--- src/rtl/sccb_responder.sv ---
// SCCB camera-side target: decodes ID/sub-address/data phases into a byte-wide register port.
// Define SCCB_ACK_EN to drive the ACK (X) bit low on matched ID, SUB and WDATA phases.
module sccb_responder #(
   parameter logic [6:0] DeviceId   = 7'h21,
   parameter int         SyncStages = 2
) (
   input  logic       CLK,
   input  logic       RST,
   input  logic       i_sio_c,
   input  logic       i_sio_d,
   output logic       o_sio_d_oe,
   output logic [7:0] o_reg_addr,
   output logic [7:0] o_reg_wdata,
   output logic       o_reg_we,
   input  logic [7:0] i_reg_rdata,
   output logic       o_busy
);

   typedef enum logic [2:0] {IDLE, ID, SUB, WDATA, RDATA, IGNORE} state_t;

   logic [SyncStages-1:0] c_sync, d_sync;
   logic                  scl, sda, scl_q, sda_q;
   logic                  scl_rise, scl_fall, start_ev, stop_ev;

   state_t     state, state_n;
   logic [3:0] cnt, cnt_n;
   logic [7:0] shift, shift_n;
   logic [7:0] tx, tx_n;
   logic [7:0] addr_n, wdata_n;
   logic       oe_n, we_n, busy_n;
   logic       id_match, ack;

   // Synchroniser preset high so a reset looks like an idle bus, not a START.
   always_ff @(posedge CLK or negedge RST) begin
      if (!RST) begin
         c_sync <= '1;
         d_sync <= '1;
         scl_q  <= 1'b1;
         sda_q  <= 1'b1;
      end else begin
         c_sync <= {c_sync[SyncStages-2:0], i_sio_c};
         d_sync <= {d_sync[SyncStages-2:0], i_sio_d};
         scl_q  <= scl;
         sda_q  <= sda;
      end
   end

   assign scl      = c_sync[SyncStages-1];
   assign sda      = d_sync[SyncStages-1];
   assign scl_rise = scl & ~scl_q;
   assign scl_fall = ~scl & scl_q;
   assign start_ev = scl & scl_q & sda_q & ~sda;
   assign stop_ev  = scl & scl_q & ~sda_q & sda;
   assign id_match = (shift[7:1] == DeviceId);

`ifdef SCCB_ACK_EN
   assign ack = (cnt == 4'd8) &&
                ((state == SUB) || (state == WDATA) || ((state == ID) && id_match));
`else
   assign ack = 1'b0;
`endif

   always_ff @(posedge CLK or negedge RST) begin
      if (!RST) begin
         state       <= IDLE;
         cnt         <= 4'd0;
         shift       <= 8'd0;
         tx          <= 8'd0;
         o_sio_d_oe  <= 1'b0;
         o_reg_addr  <= 8'd0;
         o_reg_wdata <= 8'd0;
         o_reg_we    <= 1'b0;
         o_busy      <= 1'b0;
      end else begin
         state       <= state_n;
         cnt         <= cnt_n;
         shift       <= shift_n;
         tx          <= tx_n;
         o_sio_d_oe  <= oe_n;
         o_reg_addr  <= addr_n;
         o_reg_wdata <= wdata_n;
         o_reg_we    <= we_n;
         o_busy      <= busy_n;
      end
   end

   always_comb begin
      state_n = state;
      cnt_n   = cnt;
      shift_n = shift;
      tx_n    = tx;
      oe_n    = o_sio_d_oe;
      addr_n  = o_reg_addr;
      wdata_n = o_reg_wdata;
      we_n    = 1'b0;
      busy_n  = o_busy;

      // Bus conditions take priority over any bit edge a glitch might produce.
      if (stop_ev) begin
         state_n = IDLE;
         cnt_n   = 4'd0;
         oe_n    = 1'b0;
         busy_n  = 1'b0;
      end else if (start_ev) begin
         state_n = ID;
         cnt_n   = 4'd0;
         oe_n    = 1'b0;
         busy_n  = 1'b1;
      end else if (scl_rise) begin
         if (state == ID || state == SUB || state == WDATA || state == RDATA) begin
            if (cnt != 4'd8) begin
               shift_n = {shift[6:0], sda};
               cnt_n   = cnt + 4'd1;
            end else begin
               cnt_n = 4'd0;
               if (state == ID) begin
                  if (!id_match) begin
                     state_n = IGNORE;
                  end else if (shift[0]) begin
                     state_n = RDATA;
                     tx_n    = i_reg_rdata;
                  end else begin
                     state_n = SUB;
                  end
               end else if (state == SUB) begin
                  addr_n  = shift;
                  state_n = WDATA;
               end else if (state == WDATA) begin
                  wdata_n = shift;
                  we_n    = 1'b1;
                  state_n = IGNORE;
               end else begin
                  state_n = IGNORE;
               end
            end
         end
      end else if (scl_fall) begin
         // Pad changes only while scl is low so data is stable for the next rise.
         if (state == RDATA && cnt != 4'd8) begin
            oe_n = ~tx[7];
            tx_n = {tx[6:0], 1'b0};
         end else begin
            oe_n = ack;
         end
         if (state == ID && cnt == 4'd8 && !id_match) begin
            state_n = IGNORE;
         end
      end
   end

endmodule

--- config.mk ---
export PLATFORM = sky130hd
export DESIGN_NAME = sccb_responder
export DESIGN_NICKNAME = d
export VERILOG_FILES = /design/src/rtl/sccb_responder.sv
export SDC_FILE = /design/constraint.sdc
export NUM_CORES = 1
export LEC_CHECK = 0
export BUFFER_PORTS_ARGS = -buffer_cell sky130_fd_sc_hd__buf_2
export CAP_MARGIN = 20
export CORE_MARGIN = 10
export CORE_UTILIZATION = 51
export DETAILED_ROUTE_END_ITERATION = 7
export GPL_ROUTABILITY_DRIVEN = 0
export HOLD_SLACK_MARGIN = 0.12
export PLACE_DENSITY_LB_ADDON = 0.15
export SLEW_MARGIN = 20
export SYNTH_ARGS = -nofsm -noshare
export SYNTH_HDL_FRONTEND = slang
export SYNTH_SLANG_ARGS = --single-unit
export TNS_END_PERCENT = 5
--- constraint.sdc ---
create_clock -name CLK -period 2.1 [get_ports CLK]
set_input_delay 0.42 -clock CLK [delete_from_list [all_inputs] [get_ports CLK]]
set_output_delay 0.42 -clock CLK [all_outputs]
set_load 0.03 [all_outputs]
## Word level (Yosys, flattened, before mapping)

Index checks and enable logic that the tools add are counted.

- Bits in registers: 48
- Bits of input ports: 12
- Output and inout port bits: 19

- Add/subtract/negate cells: 1
- Equal/unequal tests: 15
- Muxes and demuxes: 39
- Bitwise gates (word level): 17
- Reduce and logical (&&, ||, !) cells: 22

Operators by type and width:

| kind | number |
|---|---|
| $mux W8 | 8 |
| $mux W3 | 11 |
| $mux W4 | 5 |
| $mux W1 | 15 |
| $not A1 Y1 | 10 |
| $reduce_and A9 Y1 | 1 |
| $reduce_bool A3 Y1 | 3 |
| $ne A2 B1 Y1 const B | 4 |
| $ne A4 B4 Y1 const B | 2 |
| $reduce_and A8 Y1 | 1 |
| $reduce_bool A4 Y1 | 2 |
| $and A1 B1 Y1 | 7 |
| $eq A7 B6 Y1 const B | 1 |
| $reduce_and A7 Y1 | 1 |
| $eq A3 B2 Y1 const B | 2 |
| $reduce_bool A2 Y1 | 3 |
| $reduce_and A5 Y1 | 1 |
| $add A4 B1 Y4 const B | 1 |
| $eq A4 B4 Y1 const B | 1 |
| $ne A4 B1 Y1 const B | 1 |
| $reduce_and A2 Y1 | 2 |
| $reduce_and A4 Y1 | 1 |
| $eq A3 B1 Y1 const B | 1 |
| $eq A3 B3 Y1 const B | 1 |
| 5 further kinds | 9 |

## Longest topological paths before layout

- Depth in word-level cells: 9
- Depth in mapped cells: 8

## Worst setup path after synthesis

Ideal clock, no wire load.

- Path kind: register to register
- Start point: register c_sync[1]
- End point: register tx[1]
- Library setup time: 0.123 ns
- Arrival time: 1.991 ns
- Data required time: 1.977 ns
- Path slack: -0.014 ns
- Stages on the path, launching flop included: 8
- Clock period less this slack: 2.114 ns
- Path through: dfstp_2 > ha_1 > buf_2 > nand2b_1 > a211o_1 > or4_1 > buf_2 > o221a_1

- Longest elaborated chain between the ends: 5
- Elaborated cells between the ends (all ways): 19

Ends and longest elaborated chain:

| item | line | RTL |
|---|---|---|
| start, declared | 21 | `logic [SyncStages-1:0] c_sync, d_sync;` |
| start signal, assigned | 41 | `c_sync <= {c_sync[SyncStages-2:0], i_sio_c};` |
| $and A1 B1 Y1 | 52, 53 |  |
| $and A1 B1 Y1 (on tied branches) (2 in series) | 53, 52 |  |
| $not A1 Y1 (no line) | n/a |  |
| $reduce_and A9 Y1 (no line) | n/a |  |
| end signal, assigned | 78 | `tx <= tx_n;` |
| end, declared | 28 | `logic [7:0] tx, tx_n;` |

Parallel ways exist; a longest one is shown, timed or not.
A chain may end at the register's enable or synchronous reset.

## Worst setup path in the final report

- Start point: register c_sync[1]
- End point: register o_reg_wdata[1]

- Longest elaborated chain between the ends: 5
- Elaborated cells between the ends (all ways): 9

Ends and longest elaborated chain:

| item | line | RTL |
|---|---|---|
| $and A1 B1 Y1 | 52, 53 |  |
| $and A1 B1 Y1 (on tied branches) (2 in series) | 53, 52 |  |
| $not A1 Y1 (no line) | n/a |  |
| $reduce_and A8 Y1 (no line) (*) | n/a |  |
| end signal, assigned | 81 | `o_reg_wdata <= wdata_n;` |
| end, declared | 13 | `output logic [7:0] o_reg_wdata,` |

Every way passes the cells marked *; elsewhere a longest branch is shown, timed or not.

==> results_dict.tcl <==
set metrics [dict create \
    reg2reg_from "c_sync[1]$_DFF_PN1_" \
    ys_async_sr_fraction 1.000 \
    critPathKind "register to register" \
    met2_length_um 2466 \
    dp_hpwl_um 3523 \
    drt_iter0_markers 74 \
    synth.distinct_cells 41 \
    grt_util_all_layers 0.1336 \
    syn_to_final_growth_pct 20.32 \
    worstPathArrival_ns 2.22 \
    place_inst 281 \
    fin_crit_ns 2.035 \
    rrSetupSlack_ns 0.07 \
    tns_ns 0 \
    fmax_ghz 0.4915 \
    power_mw 2.235 \
    globalRouteOverflowTotal 0 \
    stdcell_count 290 \
    min_to "c_sync[0]$_DFF_PN1_" \
    cp_top_family "flip-flops" \
    cts_tree "yes" \
    slowest_delay_ns 0.56 \
    synth-edff-count 0 \
    root_buffer "clkbuf_8" \
    chipHeight_um 86.57 \
    irDropWorstVdd_mv 0.4597 \
    dr.pass1.iters 4 \
    drc 0 \
    ys_seq_area_frac 0.5349 \
    place_ws_ns 0.02251 \
    status "complete, no violations" \
    layout-drive-gt1-share 0.3950 \
    cts_buffers 5 \
    drv_slew 0 \
    synth_area_leader_cell "dfrtp_1" \
    hold_start "i_sio_c" \
    path_clk_slew_ns 0.08 \
    wl_um 4880 \
    synth_cells 187 \
    min_path_type "input pin to register" \
    power.leakage_nw 1.331 \
    yosys_register_bits 48 \
    grt_pass1_wl_um 8300 \
    grt_pass1_vias 1766 \
    worstSetupStartpointType "register" \
    setup-violations-final 0 \
    whs_path_depth 1 \
    synth-main-ff-cell "dfrtp_1" \
    cts_sinks 48 \
    port_buffers 30 \
    whs_ns 0.2161 \
    syn_area_um2 2260 \
    crit_slowest_cell "dfstp_2" \
    core_um2 4324 \
    via_per_inst 5.697 \
    vias 1652 \
    ys_top_cells_by_area "dfrtp_1 (47%), mux2_2 (12%), dfstp_2 (7.0%), o221a_1 (3.5%), ha_1 (2.8%)" \
    n_antenna_cell 0 \
    drv_cap 0 \
    clock_path_buffers 2 \
    dr_wl_met3_um 207 \
    highest_layer "met4" \
    crit_chain "ha_1 -> nand2b_1 -> a211o_1 -> buf_4 -> nor3_4 -> buf_4 -> mux2_2" \
    hold_violations 0 \
    reg2reg_to "o_reg_wdata[1]$_DFFE_PN0P_" \
    die_w_um 86.57 \
    syn-num-nets 204 \
    grt_antenna_before_repair 0 \
    synth_warnings 0 \
    worst_pin_slew_ns 0.5364 \
    fin_nets 254 \
    critPathMaxFanout 4 \
    yosysTopAreaCellShare 0.4651 \
    postCtsSetupRepairBufs 0 \
    detail-route-antenna-nets 0 \
    ctsHtreeMaxLevel 2 \
    grt_max_degree 26 \
    finClkSkew_ns 0.006103 \
    slew_headroom 0.6424 \
    initial_core_util 0.5226 \
    period_share 0.9688 \
    p_per_area_nw_per_um2 822.1 \
    crit_path_end_kind "register" \
    rr_worst_depth 7 \
    routedLengthMet1_um 2191 \
    required_ns 2.28 \
    syn_area_per_cell_um2 12.08 \
    dieArea_um2 7494 \
    critPathBufInv 2 \
    clk_latency_ns 0.30 \
    fin_ws_ns 0.06547 \
    post_drt_wl_per_cell_um 16.83 \
    ioPinCount 31 \
    cpMostUsedCell "buf_4" \
    num_rows 24 \
]
[per-layer routing]
layer | up-vias | global-route usage
met4 | 0 | 0.04418
met2 | 27 | 0.2181
met5 | - | 0
met1 | 826 | 0.1648
li1 | 797 | -
met3 | 2 | 0.03940
[metrics by stage]
step / util / area [um^2]
detailed placement: 0.5998 / 2594
floorplan: - / 2268
global route: 0.6288 / 2719
finish: 0.6288 / 2719
CTS: 0.6244 / 2700
global placement: 0.5998 / 2594
[registers in the layout, summed over array words and instances, names as in the netlist]
register and count:
o_reg_we 1, c_sync 2, tx 8, sda_q 1, o_sio_d_oe 1, o_reg_addr 8
scl_q 1, d_sync 2, state 3, o_busy 1, o_reg_wdata 8, cnt 4
shift 8
[placed cells by master (no fill, tap or decap), drive strengths merged, types with 3 or more instances in the layout]
master  instances
a21oi           8
buf            47
or3             3
dfrtp          42
mux2i           4
a41oi           4
nor2           12
nand2b          5
inv            11
o221a           7
ha              5
clkbuf          6
dfstp           6
o21ai           3
and3            5
nand3           3
mux2           24
nand2           8
a22oi           6
[Yosys cell counts (all sizes together), types with 3 or more instances]
cell,n
nand2,8
a41oi,4
inv,10
mux2i,4
o21ai,3
nor2,12
o221a,7
a22oi,6
ha,5
dfstp,6
mux2,24
dfrtp,42
nand2b,5
or3,3
clkbuf,3
nand3,3
a21oi,8
and3,5
[cell type report]
| cell class | instances | area (um^2) |
|---|---|---|
| Timing Repair Buffer | 48 | 300.3 |
| Multi-Input combinational cell | 124 | 1010 |
| Fill cell | 354 | 1605 |
| Sequential cell | 48 | 1210 |
| Clock inverter | 2 | 13.76 |
| Inverter | 10 | 37.54 |
| Tap cell | 52 | 65.06 |
| Clock buffer | 6 | 82.58 |
[worst max-delay path by stage]
stage,end,slack [ns],depth (start not counted),start
4_1_cts,tx[3]$_DFFE_PN0P_,0.02,5,c_sync[1]$_DFF_PN1_
2_1_floorplan,o_reg_wdata[0]$_DFFE_PN0P_,0.02,6,c_sync[1]$_DFF_PN1_
5_1_grt,o_reg_wdata[0]$_DFFE_PN0P_,-0.009,7,c_sync[1]$_DFF_PN1_
3_3_place_gp,tx[2]$_DFFE_PN0P_,0.08,5,c_sync[1]$_DFF_PN1_
3_5_place_dp,tx[3]$_DFFE_PN0P_,0.02,5,c_sync[1]$_DFF_PN1_
6_report,o_reg_wdata[1]$_DFFE_PN0P_,0.07,7,c_sync[1]$_DFF_PN1_
[report_power, final]
part	leakage (nW)	switching, mW	internal (mW)
sequential	0.619	0.139	1.06
combinational	0.661	0.221	0.239
clock	0.0516	0.306	0.269
[cells by family (layout without fill, tap and decap cells)]
| group | Yosys count | count (layout) | share of synthesized area |
|---|---|---|---|
| buf+inv | 15 | 66 | 0.02603 |
| simple gates | 52 | 52 | 0.1395 |
| flops | 48 | 48 | 0.5349 |
| xor+xnor | 1 | 1 | 0.003877 |
| compound gates | 38 | 38 | 0.1307 |
| fa+ha+maj | 5 | 5 | 0.02769 |
| mux | 28 | 28 | 0.1373 |
[timing repair]
item	in CTS	in global routing
resized for setup	0	5
hold endpoints to repair	17	0
hold buffers	1	0
setup endpoints to repair	0	32
(Power assumes the default switching activity.)
